[src/rtl/opb_register_bank_simulink2ppc.sv]
// rtl/opb_register_bank_simulink2ppc.sv - OPB slave exposing C_NUM_CH user data words with coherent snapshot capture
//
// Ports:
//   OPB_Clk, OPB_Rst_n      bus/user clock, asynchronous active-low reset
//   OPB_ABus/BE/DBus/RNW    OPB request (big-endian bit numbering, bit 0 = MSB)
//   OPB_select, OPB_seqAddr transfer request; seqAddr is not used
//   Sl_DBus, Sl_xferAck     registered read data and acknowledge
//   Sl_errAck/retry/toutSup tied low
//   user_data_in/user_valid packed channel data and its qualifier
//   snap_armed              registered copy of the armed flag
module opb_register_bank_simulink2ppc #(
    parameter logic [31:0] C_BASEADDR   = 32'h0103C100,
    parameter logic [31:0] C_HIGHADDR   = 32'h0103C1FF,
    parameter int          C_OPB_AWIDTH = 32,
    parameter int          C_OPB_DWIDTH = 32,
    parameter int          C_NUM_CH     = 4,
    parameter int          C_DATA_WIDTH = 32,
    parameter int          C_SNAP_MODE  = 1
) (
    input  logic                             OPB_Clk,
    input  logic                             OPB_Rst_n,
    input  logic [0:C_OPB_AWIDTH-1]          OPB_ABus,
    input  logic [0:C_OPB_DWIDTH/8-1]        OPB_BE,
    input  logic [0:C_OPB_DWIDTH-1]          OPB_DBus,
    input  logic                             OPB_RNW,
    input  logic                             OPB_select,
    input  logic                             OPB_seqAddr,
    output logic [0:C_OPB_DWIDTH-1]          Sl_DBus,
    output logic                             Sl_errAck,
    output logic                             Sl_retry,
    output logic                             Sl_toutSup,
    output logic                             Sl_xferAck,
    input  logic [C_NUM_CH*C_DATA_WIDTH-1:0] user_data_in,
    input  logic                             user_valid,
    output logic                             snap_armed
);

    logic [31:0] addr;
    logic [31:0] wdata;
    logic [31:0] diff;
    logic [29:0] offset;
    logic        hit;
    logic        accept;
    logic        ctrl_wr;
    logic        load;
    logic [31:0] rd_val;

    logic                    ack_q, ack_d;
    logic [31:0]             rdata_q, rdata_d;
    logic                    armed_q, armed_d;
    logic                    captured_q, captured_d;
    logic [15:0]             count_q, count_d;
    logic [C_DATA_WIDTH-1:0] ch_q [C_NUM_CH];

    // Vector assignment keeps the numeric value, so OPB bit 31 lands on value bit 0.
    assign addr   = OPB_ABus;
    assign wdata  = OPB_DBus;
    assign diff   = addr - C_BASEADDR;
    assign offset = diff[31:2];
    assign hit    = OPB_select && (addr >= C_BASEADDR) && (addr <= C_HIGHADDR);
    // The cycle that raises the ack is the single point where a transfer takes effect.
    assign accept  = hit && !ack_q;
    assign ctrl_wr = accept && !OPB_RNW && (offset == 30'd0) && OPB_BE[0];
    assign load    = (C_SNAP_MODE != 0) ? (armed_q && user_valid) : user_valid;

    always_comb begin
        rd_val = '0;
        if (offset == 30'd0) begin
            rd_val = {armed_q, captured_q, 14'd0, count_q};
        end else begin
            for (int i = 0; i < C_NUM_CH; i++) begin
                if (offset == 30'(i + 1)) begin
                    rd_val = 32'(ch_q[i]);
                end
            end
        end
    end

    always_comb begin
        ack_d      = accept;
        rdata_d    = (accept && OPB_RNW) ? rd_val : 32'd0;
        armed_d    = armed_q;
        captured_d = captured_q;
        count_d    = count_q;
        // Capture consumes the armed value from before this cycle's write.
        if (load) begin
            armed_d    = 1'b0;
            captured_d = 1'b1;
            if (count_q != 16'hFFFF) begin
                count_d = count_q + 16'd1;
            end
        end
        if (ctrl_wr && wdata[31] && (C_SNAP_MODE != 0)) begin
            armed_d = 1'b1;
        end
        // Clear overrides a coincident capture's status update; channel data still loads.
        if (ctrl_wr && wdata[30]) begin
            captured_d = 1'b0;
            count_d    = 16'd0;
        end
    end

    always_ff @(posedge OPB_Clk or negedge OPB_Rst_n) begin
        if (!OPB_Rst_n) begin
            ack_q      <= 1'b0;
            rdata_q    <= '0;
            armed_q    <= 1'b0;
            captured_q <= 1'b0;
            count_q    <= '0;
            for (int i = 0; i < C_NUM_CH; i++) begin
                ch_q[i] <= '0;
            end
        end else begin
            ack_q      <= ack_d;
            rdata_q    <= rdata_d;
            armed_q    <= armed_d;
            captured_q <= captured_d;
            count_q    <= count_d;
            if (load) begin
                for (int i = 0; i < C_NUM_CH; i++) begin
                    ch_q[i] <= user_data_in[i*C_DATA_WIDTH +: C_DATA_WIDTH];
                end
            end
        end
    end

    assign Sl_DBus    = rdata_q;
    assign Sl_xferAck = ack_q;
    assign Sl_errAck  = 1'b0;
    assign Sl_retry   = 1'b0;
    assign Sl_toutSup = 1'b0;
    assign snap_armed = armed_q;

    logic unused_ok;
    assign unused_ok = &{1'b0, OPB_seqAddr, OPB_BE[1:C_OPB_DWIDTH/8-1], wdata[29:0], diff[1:0]};

endmodule
[config.mk]
export PLATFORM = sky130hd
export DESIGN_NAME = opb_register_bank_simulink2ppc
export DESIGN_NICKNAME = d
export VERILOG_FILES = /design/src/rtl/opb_register_bank_simulink2ppc.sv
export SDC_FILE = /design/constraint.sdc
export NUM_CORES = 1
export LEC_CHECK = 0
export BUFFER_PORTS_ARGS = -buffer_cell sky130_fd_sc_hd__buf_4
export CORE_MARGIN = 2
export CORE_UTILIZATION = 29
export DETAILED_ROUTE_END_ITERATION = 7
export PLACE_DENSITY = 0.62
export SYNTH_ARGS = -nofsm -noshare
export SYNTH_HDL_FRONTEND = slang
export SYNTH_SLANG_ARGS = --single-unit
[constraint.sdc]
create_clock -name OPB_Clk -period 4.9 [get_ports OPB_Clk]
set_input_delay 1.47 -clock OPB_Clk [delete_from_list [all_inputs] [get_ports OPB_Clk]]
set_output_delay 1.47 -clock OPB_Clk [all_outputs]
set_load 0.005 [all_outputs]
== Word-level counts from Yosys, hierarchy flattened ==
Cells that the tools add are included.
Storage, ports and cells
  word-level logic and storage cells: 48
  output and inout port bits: 37
  register bits after elaboration: 179
  bits of input ports: 202
Operators by class
  $lt $le $gt $ge: 2
  reductions and logical operators: 17
  equality and inequality tests: 5
  mux-type cells: 13
  $add $sub $neg: 2
Operators with widths (count)
  $mux 32: 6
  $eq 30x2->1 const B: 2
  $mux 16: 3
  $ge 32x25->1 const B: 1
  $le 32x25->1 const B: 1
  $sub 32x25->32 const B: 1
  $eq 30x1->1 const B: 1
  $eq 30x3->1 const B: 1
  $logic_not 30->1: 1
  $add 16x1->16 const B: 1
  $ne 16x16->1 const B: 1
  $logic_and 1x1->1: 10
  $reduce_bool 2->1: 3
  $mux 1: 4
  $logic_not 1->1: 2
  $reduce_and 2->1: 1

== Depth between registers and ports, before layout ==
  word-level depth: 10
  mapped depth: 7
  mapped depth without buffers: 6

== Worst setup path before layout ==
OpenSTA, ideal clock, no wires.
  path kind: input-to-reg
  start point: in OPB_ABus[19] in the netlist's numbering
  end point: reg count_q[11]
  data required time: 4.781 ns
  buffers on the path: 1
  path slack: 1.713 ns
  library setup time: 0.119 ns
  arrival: 3.069 ns
  stages: 6
  path through: or4_4 nor4_4 nand2_2 nor4_4 buf_6 nor2_1
Between the ends
  longest elaborated chain between the ends: 10
  elaborated cells between the ends (all ways): 15
  those cells by class: add/sub: 1; order compare: 2; mux: 1; reduce/logical: 11
Ends and longest elaborated chain
  start, declared: line 22  | input logic [0:C_OPB_AWIDTH-1] OPB_ABus,
  parallel branches: the longest is 5 deep, another holds $sub 32x25->32
  $logic_and 1x1->1 * (2 in series): line 63  | assign ctrl_wr = accept && !OPB_RNW && (offset == 30'd0) && OPB_BE[0];
  $logic_and 1x1->1 *: line 97  | if (ctrl_wr && wdata[30]) begin
  $reduce_bool 2->1 (no source line)
  $reduce_and 2->1 (no source line)
  end signal, assigned: line 118  | count_q <= count_d;
  end, declared: line 52  | logic [15:0] count_q, count_d;
Mark *: on every way between the ends.
A chain may end at the register's enable or synchronous reset.

== Worst setup path after layout ==
  start point: in OPB_ABus[28] in the netlist's numbering
  end point: reg rdata_q[10], in the netlist Sl_DBus[21]
Between the ends
  longest elaborated chain between the ends: 8
  elaborated cells between the ends (all ways): 18
  those cells by class: add/sub: 1; order compare: 2; eq/ne: 4; mux: 6; reduce/logical: 5
Ends and longest elaborated chain
  $sub 32x25->32: line 58  | assign diff = addr - C_BASEADDR;
  $eq 30x1->1: line 72  | if (offset == 30'(i + 1)) begin
  $mux 32 (4 in series): line 72
  $mux 32: line 68  | if (offset == 30'd0) begin
  $mux 32 *: line 81  | rdata_d = (accept && OPB_RNW) ? rd_val : 32'd0;
  named net rdata_d[10]: line 49  | logic [31:0] rdata_q, rdata_d;
  end signal, assigned: line 115  | rdata_q <= rdata_d;
  end, declared: line 49
Mark *: on every way through the listed nets, which the timed path passes. The rest lies on a longest branch.

==> out/results.tsv <==
metric	value	unit
yosys-top-cells-area	dfrtp_1 56%, mux2_2 15%, o21ai_0 4.3%	
cp.required	5.18	ns
layout-area-overhead-vs-synth	30.6	%
overflow	0	
pin_count	239	
irDropWorstVdd	0.182	mV
routed_via_density	4.63	
dr.pass1.iters	4	
critical_path_class	in -> reg	
yosysUniqueCellTypes	43	
worstSetupEndpointType	register	
tns	0	ns
antenna_found_initial	0	
fin_nets	1069	
async_reset_ff_share	100	%
grt_pass1_wl	33200	um
post-cts-setup-buffers	0	
slew_headroom	13.2	%
synth_warnings	0	
yosys.area.top_type_share	55.6	%
cp.depth	5	
gp_congestion	0.752	
synth_area	8050	sq um
clock_skew	0.0131	ns
cts_tree	yes	
cpMaxStageDelayCell	or3_1	
worst_pin_slew	1.29	ns
worstSetupStartpointType	input port	
clk_path_buf_depth	2	
worstHoldPathType	reg -> reg	
clk_pin_slew	0.07	ns
start_util	29.2	%
hold_depth	1	
synth_flop_cell	dfrtp_1	
synth_area_per_cell	11.7	sq um
synth_seq_cells	179	
finalHoldViolations	0	
diodes	0	
synth_edf_count	0	
path_cells	buf_4 -> or3_1 -> or3_1 -> nor2_1 -> a211oi_1	
fmax	0.306	GHz
drtAntennaViolNets	0	
port_buffers	199	
drc	0	
grt_pass1_vias	5859	
crit_top_cell	or3_1	
fin_crit	3.26	ns
critPathBufInv	1	
cp_top_family	simple AND/OR/NAND/NOR gates	
dp_hpwl	15000	um
drive_above_1_share	41.2	%
clkLatencyLatePin	0.43	ns
setup-violations-final	0	
p_per_area	315	nW/um^2
grt_usage	14.9	%
coreArea	27600	sq um
drtIter0Drc	285	
holdBufCountCts	0	
routed_wl	21300	um
finalCritPeriodShare	66.6	%
worst-path-max-fanout	42	
status	completed	
via_count	5823	
rsz0062_at_grt	no	
die_x	171	um
arrival	3.54	ns
floorplan.die.height	171	um
dpl-instance-area	9920	sq um
dieArea	29100	sq um
cts.sinks	179	
ys_seq_area_share	55.6	%
post_cts_resized	0	
rows	61	
synth_area_leader_cell	dfrtp_1	
leakage	4.93	nW
slowest_delay	0.61	ns
r2r_cells	6	
fin_area	10500	sq um
root_buffer	clkbuf_16	
wire_per_inst	17.0	um
grt_max_degree	99	
drv_cap	0	
final_util	38.2	%
cts_max_level	4	
syn-instance-count	686	
cts_made_buffers	17	
drv_slew	0	
cell usage after synthesis (all sizes together), types with 2 or more instances:
library cell	n
mux2i	31
nand2	25
a211oi	5
o22ai	18
nor3b	2
nand4	8
o21ai	70
a21oi	3
or2	2
clkbuf	29
buf	21
or3	3
mux2	110
nor2b	20
or4b	2
nor2	22
nand3	6
dfrtp	179
nor3	34
xnor2	16
a22oi	13
inv	25
and2	14
or4	3
nor4	15
flip-flops by register name, indices dropped and copies added, names as in the netlist:
register	count
Sl_DBus	32
Sl_xferAck	1
captured_q	1
ch_q	128
count_q	16
snap_armed	1
logic make-up after synthesis:
| kind of cell | count (synthesis) | share of synthesized area [%] |
|---|---|---|
| multiplexers | 141 | 19.2 |
| XOR/XNOR | 16 | 1.74 |
| buffers and inverters | 75 | 3.85 |
| flip-flops | 179 | 55.6 |
| AO/OA/AOI/OAI | 113 | 8.02 |
| adder cells (fa/ha/maj) | 1 | 0.155 |
| other | 1 | 0.0466 |
| AND/OR/NAND/NOR | 160 | 11.3 |
report_power, final:
part | total (mW) | leakage (nW) | switching [mW] | internal, mW
logic | 0.341 | 2.30 | 0.150 | 0.191
registers | 1.62 | 2.34 | 0.0459 | 1.57
clock network | 1.36 | 0.289 | 0.671 | 0.687
worst reg2reg max path: cells and delay by family (launching register included):
kind                       cells  cell delay, ns
DFF                            1            0.42
xor gates and xnor gates       1            0.21
adders and majority gates      1            0.19
and+or+nand+nor                4            1.65
final cells by class:
cell class	instances	area, sq um
clock inverter	15	169
timing repair buffer	209	1600
sequential	179	4480
inverter	25	93.8
clock buffer	17	425
fill	2701	17000
multi-input combinational	434	3280
tap	378	473
routing by layer:
| metal | vias to the layer above | GRT usage, % | share of wire [%] |
|---|---|---|---|
| li1 | 2788 | - | - |
| met1 | 2843 | 18.9 | 43 |
| met2 | 175 | 23.4 | 46 |
| met3 | 17 | 6.55 | 9.4 |
| met4 | 0 | 3.34 | 0.96 |
| met5 | - | 0 | 0 |
placed cells by master (no fill, tap or decap), types with 2 or more instances in the layout:
| cell type | synthesis | routed |
|---|---|---|
| a211oi_1 | 5 | 5 |
| a21oi_1 | 3 | 3 |
| a22oi_1 | 13 | 13 |
| and2_1 | 14 | 13 |
| buf_12 | 0 | 2 |
| buf_4 | 3 | 206 |
| clkbuf_16 | 0 | 17 |
| clkinv_4 | 0 | 5 |
| clkinv_8 | 0 | 4 |
| conb_1 | 1 | 3 |
| dfrtp_1 | 179 | 179 |
| inv_1 | 25 | 25 |
| inv_6 | 0 | 3 |
| inv_8 | 0 | 3 |
| mux2_2 | 110 | 110 |
| mux2i_1 | 31 | 31 |
| nand2_1 | 24 | 24 |
| nand3_1 | 6 | 6 |
| nand4_1 | 8 | 8 |
| nor2_1 | 22 | 22 |
| nor2b_1 | 20 | 20 |
| nor3_1 | 33 | 33 |
| nor3b_1 | 2 | 2 |
| nor4_1 | 12 | 11 |
| nor4_4 | 3 | 3 |
| o21ai_0 | 70 | 70 |
| o22ai_1 | 18 | 18 |
| or2_2 | 2 | 2 |
| or3_1 | 3 | 3 |
| or4_4 | 2 | 2 |
| or4b_1 | 2 | 2 |
| xnor2_1 | 16 | 16 |
path summary, 6_finish.rpt:
| path | start | to | slack, ns |
|---|---|---|---|
| setup reg to reg | count_q[0]$_DFFE_PN0P_ | count_q[0]$_DFFE_PN0P_ | 2.32 |
| min in group asynchronous | OPB_Rst_n | ch_q[86]$_DFFE_PN0P_ | 0.92 |
| hold / removal | ch_q[73]$_DFFE_PN0P_ | ch_q[73]$_DFFE_PN0P_ | 0.51 |
| hold reg to reg | ch_q[73]$_DFFE_PN0P_ | ch_q[73]$_DFFE_PN0P_ | 0.51 |
| setup / recovery | OPB_ABus[28] | Sl_DBus[21]$_DFF_PN0_ | 1.64 |
| max in group asynchronous | OPB_Rst_n | ch_q[73]$_DFFE_PN0P_ | 3.03 |
metrics by stage:
step / total power, mW / hold WS (ns) / std cells / setup slack (ns)
2_1_floorplan: 1.80 / 0.475 / 688 / 1.71
6_report: 3.32 / 0.506 / 1257 / 1.64
4_1_cts: 3.37 / 0.510 / 1257 / 1.66
5_1_grt: 3.48 / 0.523 / 1257 / 1.55
3_3_place_gp: 1.99 / 0.487 / 1225 / 1.22
3_5_place_dp: 2.00 / 0.495 / 1225 / 1.19
Note: power is estimated with default switching activity, not from simulation.
